$ cat src/rtl/lsu_mem_port_if.sv
// Word-wide data memory bus between the load/store unit and memory.
//   master (LSU side): drives bus_req, bus_we, bus_addr, bus_be, bus_wdata;
//                      receives bus_ack, bus_rdata.
//   slave  (memory side): the mirror image.
// bus_req is held until bus_ack. Read data is valid in the same cycle as bus_ack.
interface lsu_mem_port_if #(
  parameter int ADDR_WIDTH = 32
);
  logic                  bus_req;
  logic                  bus_we;
  logic [ADDR_WIDTH-1:0] bus_addr;
  logic [3:0]            bus_be;
  logic [31:0]           bus_wdata;
  logic                  bus_ack;
  logic [31:0]           bus_rdata;

  modport master (
    output bus_req, bus_we, bus_addr, bus_be, bus_wdata,
    input  bus_ack, bus_rdata
  );

  modport slave (
    input  bus_req, bus_we, bus_addr, bus_be, bus_wdata,
    output bus_ack, bus_rdata
  );
endinterface

$ cat src/rtl/lsu_mem_port.sv
// Load/store unit memory port.
// Turns one core access (byte/half/word, load or store) into one or two
// word-aligned bus transactions with byte enables. Load data comes back
// aligned and sign- or zero-extended. The core stalls while busy is high.
//
// Ports:
//   clk, rst            clock; synchronous active-high reset
//   req_valid           access request, sampled only when busy=0
//   memWrite            1 = store, 0 = load
//   loadCtrl[2:0]       funct3 of the load (LB/LH/LW/LBU/LHU)
//   storeCtrl[1:0]      funct3[1:0] of the store (SB/SH/SW)
//   addr, wdata         byte address; right-justified store data
//   rdata, done         extended load data; one-cycle completion pulse
//   busy                access in flight
//   misalign_err        access crossed a word and splitting is disabled
//   bus                 memory bus (lsu_mem_port_if.master)
//
// Build option: define LSU_MISALIGN_SPLIT_EN to split word-crossing accesses
// into two bus transactions. Without it, such accesses are rejected with
// misalign_err and never reach the bus.
//
// state | meaning
// IDLE  | no access; waiting for req_valid
// ACC0  | first (or only) bus transaction outstanding
// ACC1  | second word of a split access outstanding
// DONE  | done pulse; a new request may be accepted here
module lsu_mem_port #(
  parameter int ADDR_WIDTH = 32
) (
  input  logic                  clk,
  input  logic                  rst,
  input  logic                  req_valid,
  input  logic                  memWrite,
  input  logic [2:0]            loadCtrl,
  input  logic [1:0]            storeCtrl,
  input  logic [ADDR_WIDTH-1:0] addr,
  input  logic [31:0]           wdata,
  output logic [31:0]           rdata,
  output logic                  done,
  output logic                  busy,
  output logic                  misalign_err,
  lsu_mem_port_if.master        bus
);

  typedef enum logic [1:0] {IDLE, ACC0, ACC1, DONE} state_e;

  // Lanes touched across two consecutive words: bits [3:0] are the first
  // word, [7:4] the second. The size code is shared by loads and stores
  // (00 byte, 01 half, otherwise word).
  function automatic logic [7:0] lane_mask(input logic [1:0] sz, input logic [1:0] off);
    logic [7:0] base;
    case (sz)
      2'b00:   base = 8'h01;
      2'b01:   base = 8'h03;
      default: base = 8'h0F;
    endcase
    return base << off;
  endfunction

  function automatic logic [31:0] load_extract(input logic [2:0] ctrl, input logic [1:0] off,
                                               input logic [31:0] w1, input logic [31:0] w0);
    logic [63:0] sh;
    logic [31:0] res;
    sh = {w1, w0} >> {off, 3'b000};
    case (ctrl[1:0])
      2'b00:   res = ctrl[2] ? {24'b0, sh[7:0]}  : {{24{sh[7]}}, sh[7:0]};
      2'b01:   res = ctrl[2] ? {16'b0, sh[15:0]} : {{16{sh[15]}}, sh[15:0]};
      default: res = sh[31:0];
    endcase
    return res;
  endfunction

  state_e                state_q, state_d;
  logic                  we_q, we_d;
  logic [2:0]            ctrl_q, ctrl_d;
  logic [ADDR_WIDTH-1:0] addr_q, addr_d;
  logic [31:0]           wdata_q, wdata_d;
  logic [31:0]           word0_q, word0_d;
  logic [31:0]           rdata_q, rdata_d;

  logic [7:0]            mask;
  logic                  split;
  logic [63:0]           wshift;
  logic [ADDR_WIDTH-1:0] word_addr;
  logic                  accept;

  assign mask      = lane_mask(ctrl_q[1:0], addr_q[1:0]);
  assign split     = |mask[7:4];
  assign wshift    = {32'b0, wdata_q} << {addr_q[1:0], 3'b000};
  assign word_addr = {addr_q[ADDR_WIDTH-1:2], 2'b00};
  assign accept    = req_valid && (state_q == IDLE || state_q == DONE);

`ifndef LSU_MISALIGN_SPLIT_EN
  logic       err_q, err_d;
  logic [7:0] in_mask;
  logic       in_split;
  assign in_mask  = lane_mask(memWrite ? storeCtrl : loadCtrl[1:0], addr[1:0]);
  assign in_split = |in_mask[7:4];
`endif

  always_comb begin
    state_d = state_q;
    we_d    = we_q;
    ctrl_d  = ctrl_q;
    addr_d  = addr_q;
    wdata_d = wdata_q;
    word0_d = word0_q;
    rdata_d = rdata_q;
`ifndef LSU_MISALIGN_SPLIT_EN
    err_d   = err_q;
`endif
    case (state_q)
      IDLE, DONE: begin
        if (accept) begin
          we_d    = memWrite;
          // Store control is widened so size decoding is shared with loads.
          ctrl_d  = memWrite ? {1'b0, storeCtrl} : loadCtrl;
          addr_d  = addr;
          wdata_d = wdata;
          rdata_d = 32'b0;
          state_d = ACC0;
`ifndef LSU_MISALIGN_SPLIT_EN
          err_d   = in_split;
          if (in_split) state_d = DONE;
`endif
        end else begin
          state_d = IDLE;
        end
      end
      ACC0: begin
        if (bus.bus_ack) begin
          word0_d = bus.bus_rdata;
          if (split) begin
            state_d = ACC1;
          end else begin
            // Upper word is truncated away for non-split accesses.
            rdata_d = we_q ? 32'b0 : load_extract(ctrl_q, addr_q[1:0], 32'b0, bus.bus_rdata);
            state_d = DONE;
          end
        end
      end
      ACC1: begin
        if (bus.bus_ack) begin
          rdata_d = we_q ? 32'b0 : load_extract(ctrl_q, addr_q[1:0], bus.bus_rdata, word0_q);
          state_d = DONE;
        end
      end
      default: state_d = IDLE;
    endcase
  end

  always_ff @(posedge clk) begin
    if (rst) begin
      state_q <= IDLE;
      we_q    <= 1'b0;
      ctrl_q  <= 3'b0;
      addr_q  <= '0;
      wdata_q <= 32'b0;
      word0_q <= 32'b0;
      rdata_q <= 32'b0;
`ifndef LSU_MISALIGN_SPLIT_EN
      err_q   <= 1'b0;
`endif
    end else begin
      state_q <= state_d;
      we_q    <= we_d;
      ctrl_q  <= ctrl_d;
      addr_q  <= addr_d;
      wdata_q <= wdata_d;
      word0_q <= word0_d;
      rdata_q <= rdata_d;
`ifndef LSU_MISALIGN_SPLIT_EN
      err_q   <= err_d;
`endif
    end
  end

  // Bus fields are functions of state and captured request only, so they
  // cannot move while a transaction waits for its ack. Idle bus reads as 0.
  always_comb begin
    bus.bus_req   = 1'b0;
    bus.bus_we    = 1'b0;
    bus.bus_addr  = '0;
    bus.bus_be    = 4'b0;
    bus.bus_wdata = 32'b0;
    case (state_q)
      ACC0: begin
        bus.bus_req   = 1'b1;
        bus.bus_we    = we_q;
        bus.bus_addr  = word_addr;
        bus.bus_be    = mask[3:0];
        bus.bus_wdata = wshift[31:0];
      end
      ACC1: begin
        bus.bus_req   = 1'b1;
        bus.bus_we    = we_q;
        bus.bus_addr  = word_addr + ADDR_WIDTH'(4);
        bus.bus_be    = mask[7:4];
        bus.bus_wdata = wshift[63:32];
      end
      default: ;
    endcase
  end

  assign rdata = rdata_q;
  assign done  = (state_q == DONE);
  assign busy  = (state_q == ACC0) || (state_q == ACC1);
`ifdef LSU_MISALIGN_SPLIT_EN
  assign misalign_err = 1'b0;
`else
  assign misalign_err = err_q && (state_q == DONE);
`endif

endmodule

$ cat src/flat_wrapper.sv
// flat-port wrapper written by rule: the top's interface ports become plain ports
module lsu_mem_port_flat 
#(
  parameter int ADDR_WIDTH = 32
)
  (clk, rst, req_valid, memWrite, loadCtrl, storeCtrl, addr, wdata, rdata, done, busy, misalign_err, bus_bus_req, bus_bus_we, bus_bus_addr, bus_bus_be, bus_bus_wdata, bus_bus_ack, bus_bus_rdata);
  lsu_mem_port_if #(.ADDR_WIDTH(ADDR_WIDTH)) bus_i ();
  input  logic clk;
  input  logic rst;
  input  logic req_valid;
  input  logic memWrite;
  input  logic [2:0] loadCtrl;
  input  logic [1:0] storeCtrl;
  input  logic [ADDR_WIDTH-1:0] addr;
  input  logic [31:0] wdata;
  output logic [31:0] rdata;
  output logic done;
  output logic busy;
  output logic misalign_err;
  output wire logic [$bits(bus_i.bus_req)-1:0] bus_bus_req;
  output wire logic [$bits(bus_i.bus_we)-1:0] bus_bus_we;
  output wire logic [$bits(bus_i.bus_addr)-1:0] bus_bus_addr;
  output wire logic [$bits(bus_i.bus_be)-1:0] bus_bus_be;
  output wire logic [$bits(bus_i.bus_wdata)-1:0] bus_bus_wdata;
  input wire logic [$bits(bus_i.bus_ack)-1:0] bus_bus_ack;
  input wire logic [$bits(bus_i.bus_rdata)-1:0] bus_bus_rdata;
  assign bus_bus_req = bus_i.bus_req;
  assign bus_bus_we = bus_i.bus_we;
  assign bus_bus_addr = bus_i.bus_addr;
  assign bus_bus_be = bus_i.bus_be;
  assign bus_bus_wdata = bus_i.bus_wdata;
  assign bus_i.bus_ack = bus_bus_ack;
  assign bus_i.bus_rdata = bus_bus_rdata;
  lsu_mem_port #(.ADDR_WIDTH(ADDR_WIDTH)) u_core (.clk(clk), .rst(rst), .req_valid(req_valid), .memWrite(memWrite), .loadCtrl(loadCtrl), .storeCtrl(storeCtrl), .addr(addr), .wdata(wdata), .rdata(rdata), .done(done), .busy(busy), .misalign_err(misalign_err), .bus(bus_i));
endmodule
$ cat config.mk
export PLATFORM = sky130hd
export DESIGN_NAME = lsu_mem_port_flat
export DESIGN_NICKNAME = d
export VERILOG_FILES = /design/src/rtl/lsu_mem_port_if.sv /design/src/rtl/lsu_mem_port.sv /design/src/flat_wrapper.sv
export SDC_FILE = /design/constraint.sdc
export NUM_CORES = 1
export LEC_CHECK = 0
export ABC_AREA = 1
export CAP_MARGIN = 0
export CORE_MARGIN = 2
export CORE_UTILIZATION = 45
export CTS_CLUSTER_DIAMETER = 30
export DETAILED_ROUTE_END_ITERATION = 8
export PLACE_DENSITY_LB_ADDON = 0.15
export SETUP_SLACK_MARGIN = 0.5
export SYNTH_ARGS = -nofsm -noshare
export SYNTH_HDL_FRONTEND = slang
export SYNTH_SLANG_ARGS = --single-unit
$ cat constraint.sdc
create_clock -name clk -period 3 [get_ports clk]
set_clock_uncertainty 0.2 [all_clocks]
set_input_delay 0.6 -clock clk [delete_from_list [all_inputs] [get_ports clk]]
set_output_delay 0.6 -clock clk [all_outputs]
set_load 0.02 [all_outputs]
Word level (Yosys, flattened, before mapping):

Index checks and enable logic that the tools add are counted.

* register bits: 135
* input bits: 106
* output and inout port bits: 105
* logic and storage cells: 66

* add/subtract/negate cells: 1
* equal/unequal tests: 9
* shift-type cells: 5
* multiplexer cells: 28
* reductions and logical operators: 15

Operator list (count)
* $mux 32: 10
* $pmux 32 s2: 4
* $pmux 32 s3: 1
* $shl 32x5->64: 1
* $shr 64x5->32: 1
* $add 32x3->32 const B: 1
* $shr 32x5->32: 1
* $pmux 4 s2: 3
* $shl 4x2->8: 2
* $mux 2: 5
* $reduce_or 4->1: 2
* $eq 2x1->1 const B: 3
* $logic_not 2->1: 3
* $ne 2x2->1 const B: 3
* $pmux 2 s3: 1
* $reduce_and 2->1: 3
* $eq 2x2->1 const B: 2
* $reduce_and 4->1: 1
* $reduce_or 2->1: 2
* $mux 1: 3
* $mux 3: 1
* $logic_and 1x1->1: 2
* $logic_or 1x1->1: 2
* $ne 2x1->1 const B: 1

Longest topological paths before layout:

Gate-level depths: netlist (run 1).

* word-level depth: 8
* gate-level depth with buffers: 12

Worst setup path before layout (run 1):

OpenSTA, ideal clock, no wires.

* kind: reg-to-output
* start: reg u_core.state_q[0]
* end: out bus_bus_addr[16]
* data arrival time: 1.878 ns
* slack: 0.322 ns
* cell stages (with the launch flop): 8
* cells stage by stage: dfxtp_1 -> inv_1 -> ha_1 -> buf_2 -> nor2_1 -> clkbuf_1 -> nand2_1 -> o21ai_0

* word-level cells in the longest chain between the ends: 2
* elaborated cells between the ends (all ways): 3
* classes of those cells: eq/ne: 2; mux: 1

RTL lines
* start, declared: RTL line lsu_mem_port.sv:73 `state_e state_q, state_d;`
* start signal, assigned: RTL line lsu_mem_port.sv:165 `state_q <= state_d;`
* $eq 2x2->1 / $eq 2x1->1 (equally long branches): RTL line lsu_mem_port.sv:186 `case (state_q)`
* $pmux 32 s2 (*): RTL line lsu_mem_port.sv:186
* end, declared: RTL line flat_wrapper.sv:22 `output wire logic [$bits(bus_i.bus_addr)-1:0] bus_bus_addr;`

Mark *: on every way between the ends. The rest lies on a longest branch, timed or not.

Worst setup path after layout (run 1):

Same ends and word-level chain as after synthesis.

==> impl_metrics.csv, run 1 <==
group,metric,value,unit
place,pre_cts_slack,-0.0890,ns
drt,postRouteAntennaNets,0,
drt,avgRoutedWirePerCell,19.1,microns
logic_synthesis,synth_seq_cells,135,
grt,grt_use_met3,7.19,%
logic_synthesis,synthCells,1423,
grt,antenna_found_initial,1,
cts,cts.sinks,135,
worst_setup_path,timing.critical_path.mode_cell,"buf_12",
die,dieArea,20900,sq um
die,chipWidth,145,microns
cells_and_area,ff_latch_area,2770,sq um
worst_setup_path,r2r_end,"u_core.rdata[16]$_SDFFE_PP0P_",
worst_setup_path,start_kind,"flip-flop",
worst_setup_path,critPathLaunch,"u_core.state_q[0]$_SDFFE_PP0P_",
logic_synthesis,ys_seq_area_share,30.4,%
grt,grtUsageMet1,39.0,%
worst_setup_path,crit_arrival,2.03,ns
place,dp_hpwl,23500,microns
cells_and_area,multi_input_area,6140,sq um
place,placed_area,11300,sq um
cts,root_buffer,"clkbuf_16",
worst_setup_path,path_max_fanout,5,
grt,grt_max_degree,56,
timing,clock.fmax,353,MHz
logic_synthesis,syn-cell-area,8880,sq um
drt,routed_wl,37400,microns
worst_setup_path,cp_slowest_cell,"dfxtp_2",
die,die_height,145,microns
cells_and_area,fill_cells,1600,
worst_hold_path,worst_hold_path_type,"flip-flop to flip-flop",
power,switching_share,47.5,%
cells_and_area,drive_gt1_share,26.2,%
status,status,"finished, final reports clean",
cts,postCtsHoldBufs,0,
timing,period_needed,2.83,ns
worst_setup_path,endpoint_kind,"output port",
place,port_buffers,208,
place,gp_congestion,0.950,
grt,grt_remaining_overflow,0,
cts,path_clk_slew,0.06,ns
worst_setup_path,worstSetupPathType,"flip-flop to output port",
logic_synthesis,yosysWarningCount,0,
timing,tightest_slew,0.558,ns
logic_synthesis,async_flop_share,0,%
worst_setup_path,reg2reg_slack,0.58,ns
timing,rsz0062_at_grt,"yes",
power,p_comb_share,57.2,%
power,p_leak,5.53,nW
power,power_frac_clock,18.7,%
grt,grt_util_met2,55.5,%
drt,num_vias,11200,
worst_setup_path,max_stage_delay,0.35,ns
die,pin_count,211,
worst_setup_path,path_buf_inv,6,
power,vdd_drop_max,0.600,mV
timing,worst_slack,0.171,ns
grt,grt_pass1_wl,53600,microns
power,seqPwrFrac,24.2,%
logic_synthesis,ys.flop_type,"dfxtp_1",
cts,htreeDepth,4,
timing,slew_headroom,62.4,%
logic_synthesis,synth_area_per_cell,6.24,sq um
cts,clockBufferDepth,2,
grt,grt_pass1_vias,10500,
timing,final-max-slew-violation-count,0,
drt,viasPerCell,5.75,
die,start_util,45.8,%
grt,grt.total_usage,32.9,%
cells_and_area,area_delta_synth_final,54.6,%
timing,setup_violations,0,
die,row_count,51,
logic_synthesis,ys_types,49,
power,switching_power,5.65,mW
die,coreArea,19400,sq um
drt,drtIter0Drc,1277,
power,p_per_area,866,nW/um^2
power,p_int,6.24,mW
run,cap_violations,0,
cells_and_area,nets,1787,
cts,cts_tree,"done",
timing,hold_violations,0,
drt,drc,0,
logic_synthesis,synth_edf_count,0,
worst_setup_path,crit_end,"bus_bus_addr[16]",
cts,clk_latency,0.44,ns
grt,busiest_layer,"met2",
worst_setup_path,r2r_start,"u_core.addr_q[0]$_SDFFE_PP0P_",
worst_setup_path,ff2ff_path_depth,12,
worst_setup_path,cp_top_family,"buffers and inverters",
worst_setup_path,crit_chain,"inv_2, ha_4, buf_6, nor2_4, buf_12, buf_12, clkbuf_16, nand2_1, o21ai_1, buf_4",
worst_setup_path,crit_required,2.20,ns
worst_setup_path,path_depth,10,
cells_and_area,final_cell_area,13700,sq um
cts,numCtsBuffers,17,
drt,dr.pass1.iters,5,
timing,layout_worst_path_cycle_share,94.3,%
[state kept, by name, summed over array words and instances, names as in the netlist]
name,count
u_core.rdata,32
u_core.word0_q,32
u_core.wdata_q,32
u_core.ctrl_q,3
u_core.addr_q,32
u_core.err_q,1
u_core.we_q,1
u_core.state_q,2
[area by class of cell]
cell class,count,area share (%)
repair buffers,331,25.1
flip-flops and latches,135,20.2
inverters,101,3.20
diodes,1,0.0182
clock buffers,19,3.23
clock inverters,13,1.17
multi-input cells,1091,44.7
well taps,265,2.41
[how the worst min path moves through the flow]
stage / startpoint / to / slack (ns) / cells past startpoint
final: u_core.word0_q[1]$_SDFFE_PP0P_ / u_core.word0_q[1]$_SDFFE_PP0P_ / 0.26 / 2
after detailed placement: u_core.word0_q[1]$_SDFFE_PP0P_ / u_core.word0_q[1]$_SDFFE_PP0P_ / 0.25 / 2
after global placement: u_core.word0_q[1]$_SDFFE_PP0P_ / u_core.word0_q[1]$_SDFFE_PP0P_ / 0.24 / 2
after global routing: u_core.word0_q[1]$_SDFFE_PP0P_ / u_core.word0_q[1]$_SDFFE_PP0P_ / 0.27 / 2
after CTS: u_core.word0_q[1]$_SDFFE_PP0P_ / u_core.word0_q[1]$_SDFFE_PP0P_ / 0.26 / 2
after floorplan: u_core.word0_q[1]$_SDFFE_PP0P_ / u_core.word0_q[1]$_SDFFE_PP0P_ / 0.22 / 2
[per-stage QoR]
stage / instances / hold WS [ns] / setup TNS [ns] / power [mW] / util, %
2_1_floorplan: 1424 / 0.220 / 0 / 6.15 / -
3_3_place_gp: 1858 / 0.244 / -0.134 / 7.84 / 58.4
3_5_place_dp: 1858 / 0.251 / -0.521 / 7.88 / 58.4
4_1_cts: 1936 / 0.260 / 0 / 11.1 / 67.2
5_1_grt: 1955 / 0.273 / 0 / 12.5 / 70.8
6_report: 1956 / 0.258 / 0 / 11.9 / 70.8
[power by group through the flow]
stage	registers (mW)	logic, mW	clock network, mW
finish	2.87	6.80	2.22
global route	2.91	7.24	2.31
CTS	2.78	6.13	2.20
detailed placement	2.77	5.10	0
global placement	2.76	5.08	0
floorplan	2.72	3.43	0
[cells by family (layout without fill, tap and decap cells)]
| family | after synthesis | after routing | share of synthesized area (%) |
|---|---|---|---|
| buf+inv | 199 | 464 | 10.4 |
| simple gates | 687 | 688 | 33.7 |
| other cells | 1 | 3 | 0.0422 |
| compound gates | 392 | 392 | 24.4 |
| mux | 5 | 5 | 0.563 |
| fa+ha+maj | 4 | 4 | 0.563 |
| flops | 135 | 135 | 30.4 |
[synthesized netlist by cell type (all sizes together) (4+ instances only)]
cell	n	share of area, %
dfxtp	135	30
nor3	9	0.56
o211ai	10	0.85
o31ai	7	0.59
nand2	411	18
nor2	144	6.9
mux2i	5	0.56
o21ai	206	12
clkbuf	48	2.0
inv	98	4.2
buf	50	3.9
o2111ai	6	0.59
a21oi	116	6.9
nand3	109	7.4
a31oi	5	0.35
nand4	13	0.99
o22ai	19	1.3
a22oi	4	0.34
ha	4	0.56
o221ai	7	0.69
[per-layer routing]
layer  wire length (microns)  vias up
met5                       0        -
met4                    2400        0
met3                    2950      180
met2                   17900      633
met1                   14100     5150
li1                        -     5282
[worst min-delay path, stage by stage (launching register included)]
cell and delay (ns):
dfxtp_1 0.31, inv_1 0.05, a21oi_1 0.05
[layout by cell type, fill, tap and decap left out, drive strengths merged, types with 3 or more instances in the layout]
| master | instances |
|---|---|
| o211ai | 10 |
| o31ai | 7 |
| o2111ai | 6 |
| a22oi | 4 |
| clkbuf | 22 |
| o221ai | 7 |
| clkinv | 7 |
| buf | 188 |
| o22ai | 19 |
| nand2 | 411 |
| nand4 | 13 |
| dfxtp | 135 |
| mux2i | 5 |
| a21oi | 116 |
| o21ai | 206 |
| ha | 4 |
| a31oi | 5 |
| nor3 | 9 |
| inv | 104 |
| nand3 | 110 |
| clkdlybuf4s50 | 137 |
| nor2 | 144 |
| o21bai | 3 |
| o32ai | 3 |
[what timing repair did]
| item | CTS | global route |
|---|---|---|
| gates resized for setup | 571 | 148 |
| pin swaps | 46 | 51 |
| setup endpoints to repair | 98 | 93 |
| buffers inserted | 39 | 15 |
| gates cloned | 7 | 4 |
Note: power is estimated with default switching activity, not from simulation.
==> run 2, diff against run 1 <==
- PLACE_DENSITY: unset -> 0.73
- PLACE_DENSITY_LB_ADDON: 0.15 -> unset
==> impl_metrics.csv, run 2 (synthesized netlist as in run 1, its figures left out) <==
group,metric,value,unit
cts,path_clk_slew,0.06,ns
power,p_comb_share,58.5,%
cells_and_area,fill_cells,1633,
place,port_buffers,208,
cts,htreeDepth,4,
die,row_count,51,
grt,grt_remaining_overflow,0,
die,die_height,145,microns
power,vdd_drop_max,0.605,mV
grt,grt.total_usage,33.1,%
grt,grt_max_degree,87,
drt,num_vias,11200,
timing,hold_violations,0,
power,seqPwrFrac,23.7,%
die,dieArea,20900,sq um
cells_and_area,layout_commonest_cell,"nand2_1",
worst_setup_path,timing.critical_path.mode_cell,"buf_4",
timing,slew_headroom,40.4,%
timing,tns,0,ns
cells_and_area,drive_gt1_share,26.0,%
cells_and_area,nets,1789,
timing,rsz0062_at_grt,"yes",
status,status,"finished, final reports clean",
grt,antenna_found_initial,0,
cts,cts.sinks,135,
power,p_int,6.29,mW
worst_setup_path,endpoint_kind,"output port",
worst_setup_path,start_kind,"flip-flop",
cells_and_area,area_delta_synth_final,54.9,%
timing,layout_worst_path_cycle_share,93.6,%
worst_hold_path,worst_hold_path_type,"flip-flop to flip-flop",
worst_setup_path,crit_chain,"inv_2, ha_4, buf_6, nor2_4, buf_12, o21ai_2, buf_4, a21oi_2, buf_4",
drt,dr.pass1.iters,6,
grt,grt_use_met3,7.22,%
drt,avgRoutedWirePerCell,18.5,microns
drt,drc,0,
cells_and_area,diodes,0,
timing,tightest_slew,0.885,ns
cts,postCtsHoldBufs,0,
worst_setup_path,cp_top_family,"buffers and inverters",
cts,root_buffer,"clkbuf_16",
power,switching_power,5.57,mW
die,pin_count,211,
die,chipWidth,145,microns
timing,clock.fmax,356,MHz
worst_setup_path,worstSetupPathType,"flip-flop to output port",
power,p_per_area,862,nW/um^2
cts,cts_tree,"done",
cells_and_area,ff_latch_area,2760,sq um
die,coreArea,19400,sq um
cells_and_area,final_cell_mix,"nand2_1 (367), o21ai_0 (150), clkdlybuf4s50_1 (137)",
cells_and_area,multi_input_area,6230,sq um
die,start_util,45.8,%
timing,period_needed,2.81,ns
power,switching_share,46.9,%
worst_setup_path,path_max_fanout,8,
cts,numCtsBuffers,17,
place,gp_congestion,0.948,
power,power,11.9,mW
worst_setup_path,max_stage_delay,0.34,ns
grt,busiest_layer,"met2",
run,cap_violations,0,
place,dp_hpwl,23800,microns
timing,fin_hold_ws,0.258,ns
power,p_leak,5.52,nW
cts,clk_latency,0.43,ns
grt,grt_pass1_wl,53800,microns
worst_setup_path,reg2reg_slack,0.54,ns
worst_setup_path,cp_slowest_cell,"dfxtp_2",
drt,postRouteAntennaNets,0,
worst_setup_path,crit_required,2.20,ns
timing,final-max-slew-violation-count,0,
drt,routed_wl,36200,microns
grt,grt_util_met2,53.5,%
drt,drtIter0Drc,983,
timing,setup_violations,0,
grt,grt_pass1_vias,10200,
worst_setup_path,crit_arrival,2.01,ns
power,power_frac_clock,17.8,%
cts,clockBufferDepth,2,
drt,viasPerCell,5.70,
worst_setup_path,path_buf_inv,5,
grt,grtUsageMet1,42.9,%
[run 2: layout make-up]
cell class / instances / area share [%]
multi-input cells: 1091 / 45.3
repair buffers: 333 / 24.9
flip-flops and latches: 135 / 20.1
clock buffers: 21 / 3.35
inverters: 101 / 3.14
well taps: 265 / 2.41
clock inverters: 11 / 0.900
[run 2: metrics by stage]
stage	setup WS (ns)	area, sq um	util, %	cells
finish	0.193	13800	70.9	1957
detailed placement	0.0262	11400	58.7	1863
CTS	0.220	12800	66.0	1928
global placement	0.0469	11400	58.7	1863
floorplan	0.449	8930	-	1424
global route	0.153	13800	70.9	1957
[run 2: what timing repair did]
item / in CTS / in global routing
gates resized for setup: 561 / 179
pin swaps: 48 / 59
gates cloned: 3 / 4
buffers inserted: 30 / 25
endpoints found under the hold margin: 0 / 0
endpoints found under the setup margin: 83 / 86
[run 2: power groups by stage]
stage | sequential [mW] | clock (mW) | combinational, mW
floorplan | 2.72 | 0 | 3.43
global placement | 2.73 | 0 | 5.23
detailed placement | 2.73 | 0 | 5.24
CTS | 2.75 | 2.12 | 5.86
global route | 2.87 | 2.20 | 7.41
finish | 2.82 | 2.11 | 6.94
[run 2: worst reg2reg max path, stage by stage (launching register included)]
cell      delay, ns
dfxtp_2        0.34
inv_2          0.05
ha_4           0.22
buf_6          0.13
buf_12         0.13
clkinv_8       0.06
buf_12         0.12
buf_4          0.15
nor2_1         0.06
nor2_2         0.16
nand2_4        0.09
nor2_4         0.26
buf_4          0.20
nand2_1        0.06
a21oi_1        0.16
[run 2: routing by layer]
metal	vias to the layer above	wire, microns
li1	5295	-
met1	5160	14800
met4	0	1180
met3	97	3260
met5	-	0
met2	605	16900
[run 2: worst paths after layout]
kind                                     to                           start  cells after the start
min          u_core.word0_q[1]$_SDFFE_PP0P_  u_core.word0_q[1]$_SDFFE_PP0P_                      2
min reg2reg  u_core.word0_q[1]$_SDFFE_PP0P_  u_core.word0_q[1]$_SDFFE_PP0P_                      2
max                        bus_bus_addr[15]  u_core.state_q[0]$_SDFFE_PP0P_                      9
max reg2reg    u_core.rdata[4]$_SDFFE_PP0P_  u_core.state_q[0]$_SDFFE_PP0P_                     14
==> run 3, diff against run 2 <==
- clock period: 3 -> 3.32 ns (I/O delays scaled with it)
==> impl_metrics.csv, run 3 (synthesized netlist as in run 1, its figures left out) <==
group,metric,value,unit
power,seqPwrFrac,26.4,%
timing,rsz0062_at_grt,"yes",
status,status,"finished, final reports clean",
place,dp_hpwl,23400,microns
worst_setup_path,crit_arrival,2.03,ns
cells_and_area,diodes,0,
die,dieArea,20900,sq um
cts,clockBufferDepth,2,
drt,drc,0,
worst_setup_path,r2r_start,"u_core.addr_q[0]$_SDFFE_PP0P_",
cells_and_area,layout.core_utilization,64.2,%
cts,postCtsHoldBufs,0,
timing,tns,0,ns
worst_hold_path,hold_path_end,"u_core.rdata[25]$_SDFFE_PP0P_",
grt,grt_remaining_overflow,0,
cts,clk_latency,0.43,ns
timing,clock.fmax,346,MHz
grt,antenna_found_initial,0,
timing,layout_worst_path_cycle_share,87.1,%
grt,grt_pass1_wl,51600,microns
place,placed_area,11000,sq um
worst_setup_path,reg2reg_slack,0.74,ns
power,p_comb_share,52.5,%
cts,path_clk_slew,0.06,ns
timing,hold_violations,0,
power,switching_share,46.5,%
worst_setup_path,worstSetupPathType,"flip-flop to output port",
drt,num_vias,10700,
power,vdd_drop_max,0.414,mV
power,switching_power,4.47,mW
grt,grt.total_usage,31.8,%
place,gp_congestion,0.931,
grt,grt_max_degree,82,
timing,slew_headroom,36.5,%
cells_and_area,final_cell_area,12500,sq um
cts,root_buffer,"clkbuf_16",
cells_and_area,area_delta_synth_final,40.3,%
power,p_int,5.14,mW
die,coreArea,19400,sq um
place,port_buffers,208,
drt,postRouteAntennaNets,0,
worst_setup_path,path_max_fanout,6,
cts,cts.sinks,135,
grt,grt_pass1_vias,9732,
cells_and_area,nets,1734,
worst_hold_path,holdCritStartpoint,"u_core.rdata[25]$_SDFFE_PP0P_",
power,p_leak,5.05,nW
worst_hold_path,worst_hold_path_type,"flip-flop to flip-flop",
timing,setup_violations,0,
die,pin_count,211,
timing,fin_hold_ws,0.264,ns
cts,numCtsBuffers,17,
drt,routed_wl,33900,microns
drt,viasPerCell,5.64,
power,p_per_area,771,nW/um^2
die,chipWidth,145,microns
timing,tightest_slew,0.942,ns
drt,avgRoutedWirePerCell,17.8,microns
timing,final-max-slew-violation-count,0,
power,power_frac_clock,21.1,%
run,cap_violations,0,
worst_setup_path,crit_required,2.46,ns
die,row_count,51,
worst_setup_path,ff2ff_path_depth,10,
worst_setup_path,r2r_end,"u_core.rdata[26]$_SDFFE_PP0P_",
power,power,9.60,mW
cts,cts_tree,"done",
cts,htreeDepth,4,
die,start_util,45.8,%
cells_and_area,drive_gt1_share,19.1,%
die,die_height,145,microns
drt,dr.pass1.iters,6,
worst_setup_path,start_kind,"flip-flop",
drt,drtIter0Drc,1162,
cells_and_area,final_cell_mix,"nand2_1 (389), o21ai_0 (168), clkdlybuf4s50_1 (139)",
timing,period_needed,2.89,ns
worst_setup_path,endpoint_kind,"output port",
worst_hold_path,hold_depth,2,
cells_and_area,layout_commonest_cell,"nand2_1",
cells_and_area,fill_cells,1831,
## run 3: cell types whose count changed in the layout (fill, tap and decap cells not counted), moves of 8 or more
cell	change
buf_12	-8
buf_2	+16
buf_4	-21
buf_6	-41
nand2_1	+22
nand2_2	-11
nand2_4	-9
o21ai_0	+18
o21ai_1	-18
o22ai_1	+10
o22ai_4	-10
## run 3: metal layers
layer / part of all wire [%] / global-route usage (%) / vias up
met2: 46 / 50.1 / 581
met1: 41 / 41.4 / 4890
met3: 9.2 / 8.15 / 92
met4: 3.5 / 13.0 / 0
li1: - / - / 5159
met5: 0 / 0 / -
## run 3: power by group through the flow
stage	clock network, mW	logic (mW)	registers, mW
6_report	2.03	5.04	2.54
5_1_grt	2.12	5.48	2.59
4_1_cts	2.04	4.62	2.50
3_5_place_dp	0	4.41	2.51
3_3_place_gp	0	4.41	2.50
2_1_floorplan	0	3.07	2.46
## run 3: final cells by class
cell class,count,area [sq um],share of cell area [%]
Clock buffer,24,512,4.11
Timing Repair Buffer,278,2640,21.2
Inverter,101,414,3.32
Sequential cell,135,2750,22.1
Multi-Input combinational cell,1091,5700,45.7
Clock inverter,7,114,0.914
Tap cell,265,332,2.66
## run 3: metrics by stage
step | worst slack, ns | std cells
finish | 0.429 | 1901
global route | 0.322 | 1901
floorplan | 0.578 | 1424
global placement | 0.132 | 1831
detailed placement | 0.0676 | 1831
CTS | 0.394 | 1887
## run 3: worst max-delay path, cell delays in order, from the launching register on
cell and delay [ns]:
dfxtp_4 0.36, inv_2 0.04, ha_4 0.24, buf_6 0.12, nor2_4 0.14, inv_2 0.09
nor2_4 0.17, inv_4 0.10, o22ai_4 0.19, buf_6 0.14
## run 3: worst max-delay path by stage
stage	start	slack [ns]	depth (start not counted)	to
finish	u_core.state_q[0]$_SDFFE_PP0P_	0.43	9	bus_bus_wdata[25]
global placement	u_core.state_q[0]$_SDFFE_PP0P_	0.13	7	bus_bus_be[0]
floorplan	u_core.state_q[0]$_SDFFE_PP0P_	0.58	7	bus_bus_addr[16]
global route	u_core.addr_q[21]$_SDFFE_PP0P_	0.32	9	bus_bus_addr[29]
CTS	u_core.addr_q[0]$_SDFFE_PP0P_	0.39	6	bus_bus_wdata[0]
detailed placement	u_core.state_q[0]$_SDFFE_PP0P_	0.07	7	bus_bus_wdata[12]
## run 3: repair_timing
action,CTS,global route
cloned,1,3
resized for setup,361,168
pin swaps,14,25
endpoints found under the setup margin,69,74
buffers inserted,24,11
